## src/rtl/gray_code_tx_if.sv

```systemverilog
// Gray-code output bus: registered code, binary shadow and wrap flag, with valid/ready handshake.
// The master presents the code; the slave (decoder side) returns out_ready.
interface gray_code_tx_if;
  logic       ag;
  logic       bg;
  logic       cg;
  logic       dg;
  logic       out_valid;
  logic       out_ready;
  logic [3:0] bin_out;
  logic       wrap;

  modport master (
    output ag, bg, cg, dg, out_valid, bin_out, wrap,
    input  out_ready
  );

  modport slave (
    input  ag, bg, cg, dg, out_valid, bin_out, wrap,
    output out_ready
  );
endinterface

```

## src/rtl/gray_code_tx.sv

```systemverilog
// Prescaled up/down 4-bit counter presented as reflected Gray code; new code one cycle after the terminal tick.
// Holds the code while out_valid and out_ready is low, stalling the count so no step is ever dropped.
module gray_code_tx #(
  parameter  int TICK_DIV = 27_000_000,
  localparam int CNT_W    = $clog2(TICK_DIV)
) (
  input  logic           clk,
  input  logic           rst_n,
  input  logic           en,
  input  logic           up_dn,
  input  logic           load,
  input  logic [3:0]     load_bin,
  gray_code_tx_if.master tx
);

  typedef enum logic [1:0] {IDLE, RUN, SEND} state_t;

  localparam logic [CNT_W-1:0] TERM = CNT_W'(TICK_DIV - 1);

  state_t           state, state_nxt;
  logic [CNT_W-1:0] presc, presc_nxt;
  logic [3:0]       bin, bin_nxt;
  logic [3:0]       gray;
  logic             wrap, wrap_nxt;

  always_ff @(posedge clk or negedge rst_n) begin
    if (!rst_n) begin
      state <= IDLE;
      presc <= '0;
      bin   <= 4'd0;
      gray  <= 4'd0;
      wrap  <= 1'b0;
    end else begin
      state <= state_nxt;
      presc <= presc_nxt;
      bin   <= bin_nxt;
      // Gray is registered from the same next value as bin so all four bits switch on one edge.
      gray  <= bin_nxt ^ (bin_nxt >> 1);
      wrap  <= wrap_nxt;
    end
  end

  always_comb begin
    state_nxt = state;
    presc_nxt = presc;
    bin_nxt   = bin;
    wrap_nxt  = 1'b0;
    case (state)
      IDLE: begin
        presc_nxt = '0;
        if (load) begin
          bin_nxt   = load_bin;
          state_nxt = SEND;
        end else if (en) begin
          state_nxt = RUN;
        end
      end
      RUN: begin
        if (load) begin
          bin_nxt   = load_bin;
          presc_nxt = '0;
          state_nxt = SEND;
        end else if (!en) begin
          presc_nxt = '0;
          state_nxt = IDLE;
        end else if (presc == TERM) begin
          presc_nxt = '0;
          bin_nxt   = up_dn ? bin + 4'd1 : bin - 4'd1;
          wrap_nxt  = up_dn ? (bin == 4'hF) : (bin == 4'h0);
          state_nxt = SEND;
        end else begin
          presc_nxt = presc + CNT_W'(1);
        end
      end
      SEND: begin
        // Prescaler stays frozen; load is ignored until the code is accepted.
        if (tx.out_ready) begin
          state_nxt = en ? RUN : IDLE;
        end
      end
      default: state_nxt = IDLE;
    endcase
  end

  assign {tx.ag, tx.bg, tx.cg, tx.dg} = gray;
  assign tx.bin_out   = bin;
  assign tx.out_valid = (state == SEND);
  assign tx.wrap      = wrap;

endmodule

```

## src/flat_wrapper.sv

```systemverilog
// flat-port wrapper written by rule: the top's interface ports become plain ports
module gray_code_tx_flat 
#(
  parameter  int TICK_DIV = 27_000_000,
  localparam int CNT_W    = $clog2(TICK_DIV)
)
  (clk, rst_n, en, up_dn, load, load_bin, tx_ag, tx_bg, tx_cg, tx_dg, tx_out_valid, tx_bin_out, tx_wrap, tx_out_ready);
  gray_code_tx_if tx_i ();
  input  logic clk;
  input  logic rst_n;
  input  logic en;
  input  logic up_dn;
  input  logic load;
  input  logic [3:0] load_bin;
  output wire logic [$bits(tx_i.ag)-1:0] tx_ag;
  output wire logic [$bits(tx_i.bg)-1:0] tx_bg;
  output wire logic [$bits(tx_i.cg)-1:0] tx_cg;
  output wire logic [$bits(tx_i.dg)-1:0] tx_dg;
  output wire logic [$bits(tx_i.out_valid)-1:0] tx_out_valid;
  output wire logic [$bits(tx_i.bin_out)-1:0] tx_bin_out;
  output wire logic [$bits(tx_i.wrap)-1:0] tx_wrap;
  input wire logic [$bits(tx_i.out_ready)-1:0] tx_out_ready;
  assign tx_ag = tx_i.ag;
  assign tx_bg = tx_i.bg;
  assign tx_cg = tx_i.cg;
  assign tx_dg = tx_i.dg;
  assign tx_out_valid = tx_i.out_valid;
  assign tx_bin_out = tx_i.bin_out;
  assign tx_wrap = tx_i.wrap;
  assign tx_i.out_ready = tx_out_ready;
  gray_code_tx #(.TICK_DIV(TICK_DIV)) u_core (.clk(clk), .rst_n(rst_n), .en(en), .up_dn(up_dn), .load(load), .load_bin(load_bin), .tx(tx_i));
endmodule
```

## config.mk

```make
export PLATFORM = sky130hd
export DESIGN_NAME = gray_code_tx_flat
export DESIGN_NICKNAME = d
export VERILOG_FILES = /design/src/rtl/gray_code_tx_if.sv /design/src/rtl/gray_code_tx.sv /design/src/flat_wrapper.sv
export SDC_FILE = /design/constraint.sdc
export NUM_CORES = 1
export LEC_CHECK = 0
export ABC_AREA = 1
export BUFFER_PORTS_ARGS = -buffer_cell sky130_fd_sc_hd__buf_2
export CAP_MARGIN = 20
export CORE_MARGIN = 8
export CORE_UTILIZATION = 63
export CTS_CLUSTER_SIZE = 8
export DETAILED_ROUTE_END_ITERATION = 8
export PLACE_DENSITY = 0.91
export SYNTH_ARGS = -nofsm -noshare
export SYNTH_HDL_FRONTEND = slang
export SYNTH_SLANG_ARGS = --single-unit
export TNS_END_PERCENT = 50
```

## constraint.sdc

```tcl
create_clock -name clk -period 3.73 [get_ports clk]
set_input_delay 0.373 -clock clk [delete_from_list [all_inputs] [get_ports clk]]
set_output_delay 0.373 -clock clk [all_outputs]
set_load 0.02 [all_outputs]
```

# Word-level counts from Yosys, hierarchy flattened
# Cells that the tools add are included.
dict set report totals {
  register_bits 36
  in_bits 10
  word_cells 43
  out_inout_bits 10
}
dict set report classes {
  n_addsub 3
  n_mux 23
  reduce_logical 4
  bitwise_logic 1
  eq_ne 7
}
# operator count
set op_table {}
lappend op_table {{$mux 25} 3}
lappend op_table {{$pmux 25 s2} 1}
lappend op_table {{$add 25x1->25 const B} 1}
lappend op_table {{$eq 25x25->1 const B} 1}
lappend op_table {{$mux 4} 5}
lappend op_table {{$mux 2} 6}
lappend op_table {{$pmux 4 s2} 1}
lappend op_table {{$mux 1} 6}
lappend op_table {{$pmux 2 s3} 1}
lappend op_table {{$add 4x1->4 const B} 1}
lappend op_table {{$eq 4x4->1 const B} 1}
lappend op_table {{$logic_not 4->1} 1}
lappend op_table {{$ne 4x3->1 const B} 1}
lappend op_table {{$sub 4x1->4 const B} 1}
lappend op_table {{$xor 4x3->4} 1}
lappend op_table {{$ne 3x3->1 const B} 1}
lappend op_table {{$reduce_and 3->1} 1}
lappend op_table {{$eq 2x1->1 const B} 1}
lappend op_table {{$eq 2x2->1 const B} 1}
lappend op_table {{$logic_not 2->1} 1}
lappend op_table {{$ne 2x1->1 const B} 1}
lappend op_table {{$reduce_bool 2->1} 1}

# Depth between registers and ports, before layout
# Gate-level depths: netlist (run 1).
dict set report logic_depth {
  ltp_word 7
  depth_mapped 13
  depth_no_buf 12
}

# Worst setup path after synthesis (run 1)
# OpenSTA, ideal clock, no wires.
dict set report synth_timing {
  kind {register -> register}
  startpoint {reg u_core.bin[0], in the netlist u_core.tx.bin_out[0]}
  endpoint {reg u_core.gray[1]}
  slack_ps 2005
  arrival_time_ps 1661
  synth_period_minus_slack_ps 1725
  setup_time_ps 65
  path_stages_with_launch 10
  path_buffers 0
  required_time_ps 3665
  cell_sequence {dfrtp_1 > inv_1 > fa_1 > xnor2_1 > nand4_1 > nand3_2 > nand2_1 > nand2_1 > nand2_1 > nand2_1}
}
dict set report synth_between {
  elab_chain_cells 7
  word_cells_on_any_way 8
  classes_between {add/sub (2); mux (5); bitwise (1)}
}
# item line_no
set synth_lines {}
lappend synth_lines {{start: declaration} gray_code_tx.sv:22} ;# logic [3:0] bin, bin_nxt;
lappend synth_lines {{start signal: assignment} gray_code_tx.sv:36} ;# bin <= bin_nxt;
lappend synth_lines {{$sub 4x1->4 / $add 4x1->4 (equally long branches)} gray_code_tx.sv:68} ;# bin_nxt = up_dn ? bin + 4'd1 : bin - 4'd1;
lappend synth_lines {{$mux 4 (*)} gray_code_tx.sv:68}
lappend synth_lines {{$mux 4 (*)} gray_code_tx.sv:66} ;# end else if (presc == TERM) begin
lappend synth_lines {{$mux 4 (*)} gray_code_tx.sv:63} ;# end else if (!en) begin
lappend synth_lines {{$mux 4 (*)} gray_code_tx.sv:59} ;# if (load) begin
lappend synth_lines {{$pmux 4 s2 (*)} gray_code_tx.sv:48} ;# case (state)
lappend synth_lines {{net u_core.bin_nxt[2]} gray_code_tx.sv:22}
lappend synth_lines {{$xor 4x3->4 (*)} gray_code_tx.sv:38} ;# gray <= bin_nxt ^ (bin_nxt >> 1);
lappend synth_lines {{end signal: assignment} gray_code_tx.sv:38}
lappend synth_lines {{end: declaration} gray_code_tx.sv:23} ;# logic [3:0] gray;
# The timed path passes the listed nets; every way through them passes the cells marked *.
# A chain may end at the register's enable or synchronous reset.

# Final worst setup path (run 1)
dict set report layout_timing {
  startpoint {reg u_core.presc[9]}
  endpoint {reg u_core.presc[24]}
}
dict set report layout_between {
  elab_chain_cells 5
  word_cells_on_any_way 6
  classes_between {add/sub (1); eq/ne (1); mux (4)}
}
# item line_no
set layout_lines {}
lappend layout_lines {{start: declaration} gray_code_tx.sv:21} ;# logic [CNT_W-1:0] presc, presc_nxt;
lappend layout_lines {{start signal: assignment} gray_code_tx.sv:35} ;# presc <= presc_nxt;
lappend layout_lines {{$add 25x1->25 / $eq 25x25->1 (equally long branches)} {gray_code_tx.sv:72, gray_code_tx.sv:66}}
lappend layout_lines {{$mux 25 (*)} gray_code_tx.sv:66}
lappend layout_lines {{$mux 25 (*)} gray_code_tx.sv:63}
lappend layout_lines {{$mux 25 (*)} gray_code_tx.sv:59}
lappend layout_lines {{$pmux 25 s2 (*)} gray_code_tx.sv:48}
# Every way passes the cells marked *; elsewhere a longest branch is shown, timed or not.

==> out/results.ini, run 1 <==
[sta]
worst_pin_slew_ps = 1080
tns_ps = 0
maxSlewHeadroom_pct = 28.2
clock_skew_ps = 3.53
worst_slack_ps = 1370
slew_violations = 0
period_minus_slack_ps = 2360
hold_violations = 0
fin_hold_ws_ps = 156
setup_viol_count_final = 0
rsz0062_at_grt = false
period_share_pct = 63.4
fmax_mhz = 423

[floorplan]
start_util_pct = 64.5
fp.dieW_um = 77.0
rows = 22
die_y_um = 77.0
die_area_mm2 = 0.00593
core_mm2 = 0.00363
num_io_pins = 20

[drt]
drc_errors = 0
drt-total-wl_um = 5600
wire_per_inst_um = 14.1
antenna_left = 0
drt-vias-per-instance = 5.72
vias = 2276
first_pass_iters = 5
drtIter0Drc = 266

[logic_synthesis]
synthAdderAreaFrac_pct = 2.45
yosys_register_bits = 35
synth.avg_cell_area_um2 = 7.08
synth_most_common_cell = nand2_1
synthDistinctLibCells = 37
synthArstFlopShare_pct = 100
synthCells = 331
synth_area_mm2 = 0.00234
synth_compound_area_share_pct = 8.11
synth-simple-area-share_pct = 39.8
synthXorXnorAreaFrac_pct = 2.24
yosysWarnings = 0
synthTopCellsByArea = dfrtp_1, nand2_1, nor2_1
synthFlopType = dfrtp_1
muxShareOfSynthArea_pct = 0
synth_top_family_by_area = simple AND/OR/NAND/NOR gates
synth.top_cell.area_share_pct = 37.4
synth.largest_area_cell = dfrtp_1
synth_seq_area_share_pct = 37.4
synth_fp_nets = 345
synth_edf_count = 0
ys_top_cells_by_count = nand2_1, nor2_1, inv_1

[layout]
nFillCells = 301
syn_to_final_growth_pct = 8.38
utilization_pct = 69.9
drive_above_1_share_pct = 15.7
antenna_cells = 0
layout.nets = 363
multi_input_area_mm2 = 0.00123
seq_area_um2 = 876

[setup_path]
r2r.worst_path.cells = 8
start_kind = flip-flop
path_buf_inv = 1
crit_chain = inv_1, nand2_1, nor2_1, nand3_1, nor3_1, nand4_1, a21oi_1, nor2_1
r2r-end = u_core.presc[24]$_DFFE_PN0N_
slowest_stage = a21oi_1
cp.arrival_ps = 2490
critical_path_required_ps = 3860
critPathMaxFanout = 11
cp_top_family = compound AO/OA/AOI/OAI gates
regToRegSetupSlack_ps = 1370
r2r-start = u_core.presc[9]$_DFFE_PN0N_
critPathMaxStageDelay_ps = 860
cp-end-kind = flip-flop
cp_common_cell = nor2_1
crit_type = reg -> reg

[clock_network]
path_clk_slew_ps = 70
cts_resized = 0
cts_buffers = 5
cts_setup_buffers = 0
insertion_delay_ps = 290
h-tree-depth = 2
numClockSinks = 35
ctsLongestPathBuffers = 2
root_buffer = clkbuf_8
cts_tree = built
cts_hold_buf = 0

[status]
outcome = finished clean

[placement]
dpl.hpwl_um = 4110
gp_congestion = 0.906
dp_slack_ps = 1440
portBuffers = 19

[global_route]
antenna_found_initial = 0
grt_pass1_vias = 2134
grt_pass1_wl_um = 9510
grt_use_total_pct = 19.3
grt_max_degree = 36
overflow = 0

[power_and_ir_drop]
powerDensity_mw_per_mm2 = 539
p_leak_nw = 1.21
total_power_mw = 1.37
peakVddDrop_mv = 0.511

[flow_run]
drv_cap = 0

[min_path]
worstHoldPathType = in -> async

[layout by cell type (no fill, tap or decap), types with 2 or more instances in the layout]
cell / netlist / routed
dfrtp_1: 35 / 35
nor3_2: 2 / 2
nor2_4: 4 / 4
inv_1: 46 / 46
nand4_1: 7 / 7
nand3_2: 5 / 5
o21ai_0: 7 / 7
nor2_2: 4 / 4
nand3_1: 21 / 21
buf_2: 2 / 19
nor4_1: 4 / 4
a21oi_1: 9 / 9
nor2_1: 53 / 53
xnor2_1: 4 / 4
xor2_1: 2 / 2
o21ai_1: 2 / 2
nor3_1: 15 / 15
nand2_1: 77 / 77
nand2_2: 8 / 8
ha_1: 3 / 3
clkbuf_8: 0 / 7
a211oi_1: 2 / 2
[where the power goes]
group	internal [mW]	total, mW	leakage, nW	switching, mW
Combinational	0.181	0.555	0.689	0.374
Clock	0.169	0.305	0.0515	0.136
Sequential	0.431	0.511	0.473	0.0799
[through the flow]
step	cell area, um2	instances
4_1_cts	2540	398
6_report	2540	398
5_1_grt	2540	398
3_5_place_dp	2440	390
2_1_floorplan	2340	331
3_3_place_gp	2440	390
[worst max-delay path by stage]
stage	slack (ps)	end	from	depth (start not counted)
after floorplan	2000	u_core.gray[1]$_DFF_PN0_	u_core.tx.bin_out[0]$_DFF_PN0_	9
after global placement	1530	u_core.presc[16]$_DFFE_PN0N_	u_core.presc[6]$_DFFE_PN0N_	8
after detailed placement	1440	u_core.presc[24]$_DFFE_PN0N_	u_core.presc[9]$_DFFE_PN0N_	8
after CTS	1440	u_core.presc[24]$_DFFE_PN0N_	u_core.presc[9]$_DFFE_PN0N_	8
after global routing	1240	u_core.presc[16]$_DFFE_PN0N_	u_core.presc[9]$_DFFE_PN0N_	8
final	1370	u_core.presc[24]$_DFFE_PN0N_	u_core.presc[9]$_DFFE_PN0N_	8
[state kept, by name (all words and copies together), names as in the netlist]
register and flops:
u_core.state 2, u_core.gray 3, u_core.tx.wrap 1, u_core.presc 25, u_core.tx.bin_out 4
[cells by family (layout without fill, tap and decap cells)]
logic type                 Yosys count  after routing
AOI/OAI and AO/OA                   30             30
xor gates and xnor gates             6              6
adders and majority gates            4              4
buffers and inverters               55             74
DFF                                 35             35
and+or+nand+nor                    201            201
[final cells by class]
type	instances	area share, %
Tap cell	48	2.36
Sequential cell	35	34.5
Clock buffer	8	3.94
Timing Repair Buffer	19	3.74
Multi-Input combinational cell	241	48.5
Inverter	47	6.94
[layer usage]
metal  wire length, um  up-vias  GRT usage, %
li1                  -     1093             -
met1              2420     1061          24.8
met2              2600      113          30.7
met3               488        9          4.78
met4                89        0          6.79
met5                 0        -             0
Note: power is estimated with default switching activity, not from simulation.
==> run 2, diff against run 1 <==
--- a/config.mk
+++ b/config.mk
@@ -9,10 +9,10 @@
 export BUFFER_PORTS_ARGS = -buffer_cell sky130_fd_sc_hd__buf_2
 export CAP_MARGIN = 20
 export CORE_MARGIN = 8
-export CORE_UTILIZATION = 63
+export CORE_UTILIZATION = 60
 export CTS_CLUSTER_SIZE = 8
 export DETAILED_ROUTE_END_ITERATION = 8
-export PLACE_DENSITY = 0.91
+export PLACE_DENSITY = 0.87
 export SYNTH_ARGS = -nofsm -noshare
 export SYNTH_HDL_FRONTEND = slang
 export SYNTH_SLANG_ARGS = --single-unit
==> constraint.sdc (replaced) <==
create_clock -name clk -period 2.2 [get_ports clk]
set_input_delay 0.22 -clock clk [delete_from_list [all_inputs] [get_ports clk]]
set_output_delay 0.22 -clock clk [all_outputs]
set_load 0.02 [all_outputs]
==> run 2 against run 1 <==
  * Cell area down 0.15%
  * Power up 64%
  * Register-to-register slack worse by 1100 ps
  * Die area up 4.0%
  * Wire length down 3.3%
  * Highest routed layer unchanged
==> out/results.ini, run 2 (synthesis gave the netlist of run 1 again) <==
[flow_run]
drv_cap = 0  ; unchanged

[floorplan]
start_util_pct = 63.1  ; -1.4 points
die_y_um = 78.5  ; +2.0%
num_io_pins = 20  ; unchanged
die_area_mm2 = 0.00616  ; +4.0%
fp.dieW_um = 78.5  ; +2.0%
core_mm2 = 0.00372  ; +2.3%
rows = 22  ; unchanged

[min_path]
worstHoldPathType = in -> async

[clock_network]
ctsLongestPathBuffers = 2  ; unchanged
cts_buffers = 5  ; unchanged
numClockSinks = 35  ; unchanged
insertion_delay_ps = 290  ; about the same
path_clk_slew_ps = 70  ; about the same
root_buffer = clkbuf_8
cts_hold_buf = 0  ; unchanged
cts_resized = 0  ; unchanged
h-tree-depth = 2  ; unchanged
cts_setup_buffers = 0  ; unchanged
cts_tree = built

[sta]
rsz0062_at_grt = false
period_share_pct = 87.3  ; +24 points
slew_violations = 0  ; unchanged
clock_skew_ps = 6.13  ; +2.60 ps
fmax_mhz = 520  ; +23%
hold_violations = 0  ; unchanged
maxSlewHeadroom_pct = 48.8  ; +21 points
tns_ps = 0  ; unchanged
period_minus_slack_ps = 1920  ; -442 ps
setup_viol_count_final = 0  ; unchanged
worst_pin_slew_ps = 768  ; -308 ps

[setup_path]
crit_end = u_core.presc[22]$_DFFE_PN0N_
r2r-end = u_core.presc[22]$_DFFE_PN0N_
crit_chain = ha_1, nand3_2, nor2_2, nand2_2, nor2_1, nand2_1, nor3_1, nand2_1, nor3_1, nor2_1
cp-end-kind = flip-flop
r2r-start = u_core.presc[0]$_DFFE_PN0N_
critPathMaxFanout = 5  ; -6
regToRegSetupSlack_ps = 280  ; -1090 ps
crit_type = reg -> reg
r2r.worst_path.cells = 10  ; +2
slowest_stage = dfrtp_1
start_kind = flip-flop
cp-startpoint = u_core.presc[0]$_DFFE_PN0N_
critical_path_required_ps = 2380  ; -1480 ps
critPathMaxStageDelay_ps = 410  ; -450 ps
cp.arrival_ps = 2100  ; -390 ps

[layout]
final_cell_mix = nand2_1, nor2_1, inv_1
largest_reg_flops = 25  ; unchanged
nFillCells = 333  ; +11%
drive_above_1_share_pct = 16.2  ; +0.53 points
layout_commonest_cell = nand2_1
antenna_cells = 0  ; unchanged
fin_area_mm2 = 0.00254  ; -0.15%
syn_to_final_growth_pct = 8.22
regMostFlops = u_core.presc
layout.nets = 366  ; +0.83%

[global_route]
grt_util_met3_pct = 4.67  ; -0.11 points
grt_pass1_wl_um = 9310  ; -2.1%
grt_max_degree = 36  ; unchanged
grt.busiest_layer = met2
grt_pass1_vias = 2045  ; -4.2%
overflow = 0  ; unchanged
antenna_found_initial = 0  ; unchanged
grt.met1_usage_pct = 24.2  ; -0.63 points
grt_use_total_pct = 18.4  ; -0.91 points
grt_use_met2_pct = 28.7  ; -2.0 points

[drt]
wire_per_inst_um = 13.6  ; -3.5%
vias = 2224  ; -2.3%
drtIter0Drc = 214  ; -20%
drc_errors = 0  ; unchanged
antenna_left = 0  ; unchanged
drt-vias-per-instance = 5.57  ; -2.5%
first_pass_iters = 7  ; +2
drt-total-wl_um = 5410  ; -3.3%

[power_and_ir_drop]
p_leak_nw = 1.21  ; about the same
peakVddDrop_mv = 0.578  ; +13%
powerDensity_mw_per_mm2 = 886  ; +64%

[placement]
gp_congestion = 0.923  ; +1.9%
portBuffers = 19  ; unchanged
postPlaceCellArea_mm2 = 0.00246  ; +0.92%
dpl.hpwl_um = 4150  ; +1.0%

[status]
outcome = finished clean

==> run 2: layout make-up <==
class / count / area (um2) / share of cell area [%]
sequential: 35 / 877 / 34.6
timing repair buffer: 22 / 118 / 4.64
inverter: 47 / 176 / 6.95
tap: 48 / 60.1 / 2.37
clock buffer: 6 / 72.6 / 2.86
multi-input combinational: 241 / 1230 / 48.6
==> run 2: worst max-delay path: cells and delay by family, from the launching register on <==
family        cells  cell delay [ps]
fa+ha+maj         1              240
flops             1              410
simple gates      9             1160
==> run 2: worst min-delay path by stage <==
stage                     start                            to  slack (ps)
after floorplan           rst_n      u_core.gray[0]$_DFF_PN0_         -80
after global placement    rst_n  u_core.presc[13]$_DFFE_PN0N_         340
after detailed placement  rst_n  u_core.presc[14]$_DFFE_PN0N_         350
after CTS                 rst_n  u_core.presc[17]$_DFFE_PN0N_          30
after global routing      rst_n   u_core.presc[5]$_DFFE_PN0N_          80
final                     rst_n  u_core.presc[14]$_DFFE_PN0N_           2
==> run 2: report_power, final <==
group          switching (mW)  total (mW)  leakage (nW)  internal, mW
Clock                   0.215       0.426        0.0371         0.211
Sequential              0.136       0.870         0.472         0.734
Combinational           0.626       0.953         0.704         0.327
Total                   0.978        2.25          1.21          1.27
==> run 2: routing by layer <==
layer	vias up	part of all wire [%]
met1	1030	44
li1	1098	-
met3	8	7.2
met2	88	47
met5	-	0
met4	0	1.6
==> run 2: stage by stage <==
step | total power [mW] | cells | utilization (%) | worst slack (ps) | hold WS (ps)
after CTS | 2.26 | 399 | 68.2 | 268 | 34.4
after global placement | 1.79 | 393 | 66.3 | 384 | 336
after global routing | 2.42 | 399 | 68.3 | 66.6 | 83.3
after floorplan | 1.57 | 331 | - | 475 | -75.6
after detailed placement | 1.82 | 393 | 66.3 | 293 | 346
final | 2.25 | 399 | 68.3 | 279 | 2.11
==> run 3, diff against run 2 <==
--- a/config.mk
+++ b/config.mk
@@ -5,14 +5,13 @@
 export SDC_FILE = /design/constraint.sdc
 export NUM_CORES = 1
 export LEC_CHECK = 0
-export ABC_AREA = 1
 export BUFFER_PORTS_ARGS = -buffer_cell sky130_fd_sc_hd__buf_2
 export CAP_MARGIN = 20
 export CORE_MARGIN = 8
-export CORE_UTILIZATION = 60
+export CORE_UTILIZATION = 58
 export CTS_CLUSTER_SIZE = 8
 export DETAILED_ROUTE_END_ITERATION = 8
-export PLACE_DENSITY = 0.87
+export PLACE_DENSITY = 0.85
 export SYNTH_ARGS = -nofsm -noshare
 export SYNTH_HDL_FRONTEND = slang
 export SYNTH_SLANG_ARGS = --single-unit
==> run 3 against run 2 <==
  * Synthesized area fell by 13%
  * Sequential power fell by 14%
  * Utilization rose by 2.4 points
  * First-iteration DRC count fell by 11%
  * Largest cell class unchanged
  * Hold slack improved by 150 ps
  * Fmax fell by 9.4%
  * Sequential cell count did not move
  * Synthesized cell count fell by 35%
  * Combinational power fell by 45%
  * Die area fell by 8.1%
  * Clock skew rose by 1.3 ps
  * Sequential share of layout area rose by 2.3 points
==> out/results.ini, run 3 <==
[global_route]
grt_pass1_vias = 1680  ; -18%
antenna_found_initial = 0  ; unchanged
overflow = 0  ; unchanged
grt_pass1_wl_um = 7670  ; -18%
grt_use_total_pct = 17.7  ; -0.73 points
grt_max_degree = 36  ; unchanged

[logic_synthesis]
synth_fp_nets = 230  ; -33%
synthFlopType = dfrtp_1
synth_most_common_cell = nor2_1
synth_seq_area_share_pct = 43.0  ; +5.6 points
yosys_register_bits = 35  ; unchanged
synthTopCellsByArea = dfrtp_1, xnor2_1, nor2_1
synth.avg_cell_area_um2 = 9.44  ; +33%
synth_area_mm2 = 0.00204  ; -13%
synthDistinctLibCells = 49  ; +32%
synth.top_cell.area_share_pct = 43.0  ; +5.6 points
synthCells = 216  ; -35%
synth.largest_area_cell = dfrtp_1
ys_top_cells_by_count = nor2_1, dfrtp_1, xnor2_1
yosysWarnings = 0  ; unchanged
synth_edf_count = 0  ; unchanged
synthArstFlopShare_pct = 100  ; unchanged

[placement]
postPlaceCellArea_mm2 = 0.00227  ; -7.9%
dpl.hpwl_um = 3170  ; -24%
portBuffers = 19  ; unchanged
dp.cells = 287  ; -27%
gp_congestion = 0.916  ; -0.75%

[power_and_ir_drop]
peakVddDrop_mv = 0.394  ; -32%
clock_power_share_pct = 26.6  ; +7.7 points
powerDensity_mw_per_mm2 = 731  ; -17%
netSwitchingPower_uw = 582  ; -40%
swShare_pct = 33.5  ; -10 points
p_leak_nw = 1.00  ; -17%
seqPwrFrac_pct = 43.0  ; +4.3 points
intPower_mw = 1.16  ; -9.1%
power_frac_comb_pct = 30.4  ; -12 points

[clock_network]
cts_tree = built
insertion_delay_ps = 340  ; +50 ps
cts_buffers = 5  ; unchanged
h-tree-depth = 2  ; unchanged
ctsLongestPathBuffers = 2  ; unchanged
root_buffer = clkbuf_4
path_clk_slew_ps = 110  ; +40 ps
numClockSinks = 35  ; unchanged

[floorplan]
num_io_pins = 20  ; unchanged
die_area_mm2 = 0.00567  ; -8.1%
die_y_um = 75.3  ; -4.1%
rows = 21  ; -4.5%
fp.dieW_um = 75.3  ; -4.1%
core_mm2 = 0.00336  ; -9.5%
start_util_pct = 60.6  ; -2.5 points

[min_path]
worstHoldPathType = in -> reg

[drt]
drt-total-wl_um = 4500  ; -17%
drc_errors = 0  ; unchanged
vias = 1696  ; -24%
wire_per_inst_um = 15.2  ; +12%
first_pass_iters = 4  ; -3
antenna_left = 0  ; unchanged
drtIter0Drc = 190  ; -11%
drt-vias-per-instance = 5.71  ; +2.4%

[layout]
regMostFlops = u_core.presc
largest_reg_flops = 25  ; unchanged
final_cells = 297  ; -26%
utilization_pct = 70.6  ; +2.4 points
layout.nets = 264  ; -28%
antenna_cells = 0  ; unchanged
final_cell_mix = nor2_1, dfrtp_1, buf_2
drive_above_1_share_pct = 20.7  ; +4.5 points
layout_commonest_cell = nor2_1
nFillCells = 264  ; -21%
fin_area_mm2 = 0.00238  ; -6.4%
syn_to_final_growth_pct = 16.6

[setup_path]
critical_path_required_ps = 2480  ; +100 ps
critPathMaxStageDelay_ps = 700  ; +290 ps
crit_type = reg -> reg
slowest_stage = or4b_2
start_kind = flip-flop
critPathMaxFanout = 5  ; unchanged
cp-end-kind = flip-flop
cp.arrival_ps = 2400  ; +300 ps
crit_chain = or4b_2, nor4_4, o211ai_1, mux2i_1, xor2_1
path_buf_inv = 0  ; unchanged
cp_top_family = simple AND/OR/NAND/NOR gates

[sta]
period_minus_slack_ps = 2120  ; +199 ps
worst_pin_slew_ps = 772  ; +4.10 ps
fmax_mhz = 472  ; -9.4%
rsz0062_at_grt = true
setup_viol_count_final = 0  ; unchanged
hold_violations = 0  ; unchanged
slew_violations = 0  ; unchanged
maxSlewHeadroom_pct = 48.5  ; -0.27 points
tns_ps = 0  ; unchanged
period_share_pct = 96.4  ; +9.0 points
clock_skew_ps = 7.45  ; +1.32 ps

[status]
outcome = finished clean

[flow_run]
drv_cap = 0  ; unchanged

==> run 3: worst register-to-register path, delay by kind of cell, from the launching register on <==
kind	cells	cell delay (ps)
and+or+nand+nor	2	960
DFF	1	460
muxes	1	290
AOI/OAI and AO/OA	1	180
xor gates and xnor gates	1	160
==> run 3: layout make-up <==
type                    instances  area [um2]  share of cell area [%]
multi-input cells             164        1100                    46.3
flip-flops and latches         35         876                    36.9
repair buffers                 34         223                    9.37
well taps                      46        57.6                    2.42
clock inverters                 3        43.8                    1.84
clock buffers                   5        37.5                    1.58
inverters                      10        37.5                    1.58
==> run 3: power groups by stage <==
stage,Clock (mW),Combinational (mW),Sequential (mW)
3_5_place_dp,0,0.512,0.760
3_3_place_gp,0,0.502,0.758
5_1_grt,0.508,0.587,0.756
4_1_cts,0.475,0.515,0.747
6_report,0.463,0.528,0.747
2_1_floorplan,0,0.250,0.832
==> run 3: cell families (layout without fill, tap and decap cells) <==
family	Yosys count	in the layout	share of synthesized area, %
AOI/OAI and AO/OA	22	22	7.80
xor gates and xnor gates	28	28	12.0
adders and majority gates	4	4	2.82
buffers and inverters	17	52	3.44
DFF	35	35	43.0
muxes	4	4	1.96
and+or+nand+nor	106	106	29.0
==> run 3: repair_timing <==
item | CTS | global route
setup endpoints to repair | 0 | 3
endpoints found under the hold margin | 35 | 0
setup buffers | 0 | 1
gates resized for setup | 0 | 1
hold buffers | 1 | 0
==> run 3: metal layers <==
metal | share of wire [%] | up-vias | GRT usage (%)
met5 | 0 | - | 0
met4 | 2.1 | 0 | 6.82
met3 | 5.8 | 12 | 4.13
met2 | 48 | 45 | 29.1
met1 | 44 | 807 | 21.8
li1 | - | 832 | -
==> run 3: per-stage QoR <==
| stage | hold slack [ps] | power [mW] | worst slack (ps) |
|---|---|---|---|
| after floorplan | -75.6 | 1.08 | 116 |
| after global placement | 337 | 1.26 | 62.5 |
| after detailed placement | 336 | 1.27 | 36.3 |
| after CTS | 135 | 1.74 | 11.8 |
| after global routing | 162 | 1.85 | 3.47 |
| final | 150 | 1.74 | 79.7 |
==> run 3: path summary, 6_finish.rpt <==
check / startpoint / to / slack, ps / cells past startpoint
max: u_core.presc[21]$_DFFE_PN0N_ / u_core.gray[2]$_DFF_PN0_ / 80 / 5
min: tx_out_ready / u_core.state[1]$_DFFE_PN0P_ / 150 / 3
max reg2reg: u_core.presc[21]$_DFFE_PN0N_ / u_core.gray[2]$_DFF_PN0_ / 80 / 5
min reg2reg: u_core.presc[24]$_DFFE_PN0N_ / u_core.presc[24]$_DFFE_PN0N_ / 600 / 2
max in group asynchronous: rst_n / u_core.tx.bin_out[0]$_DFF_PN0_ / 1230 / 2
min in group asynchronous: rst_n / u_core.tx.wrap$_DFF_PN0_ / 480 / 2
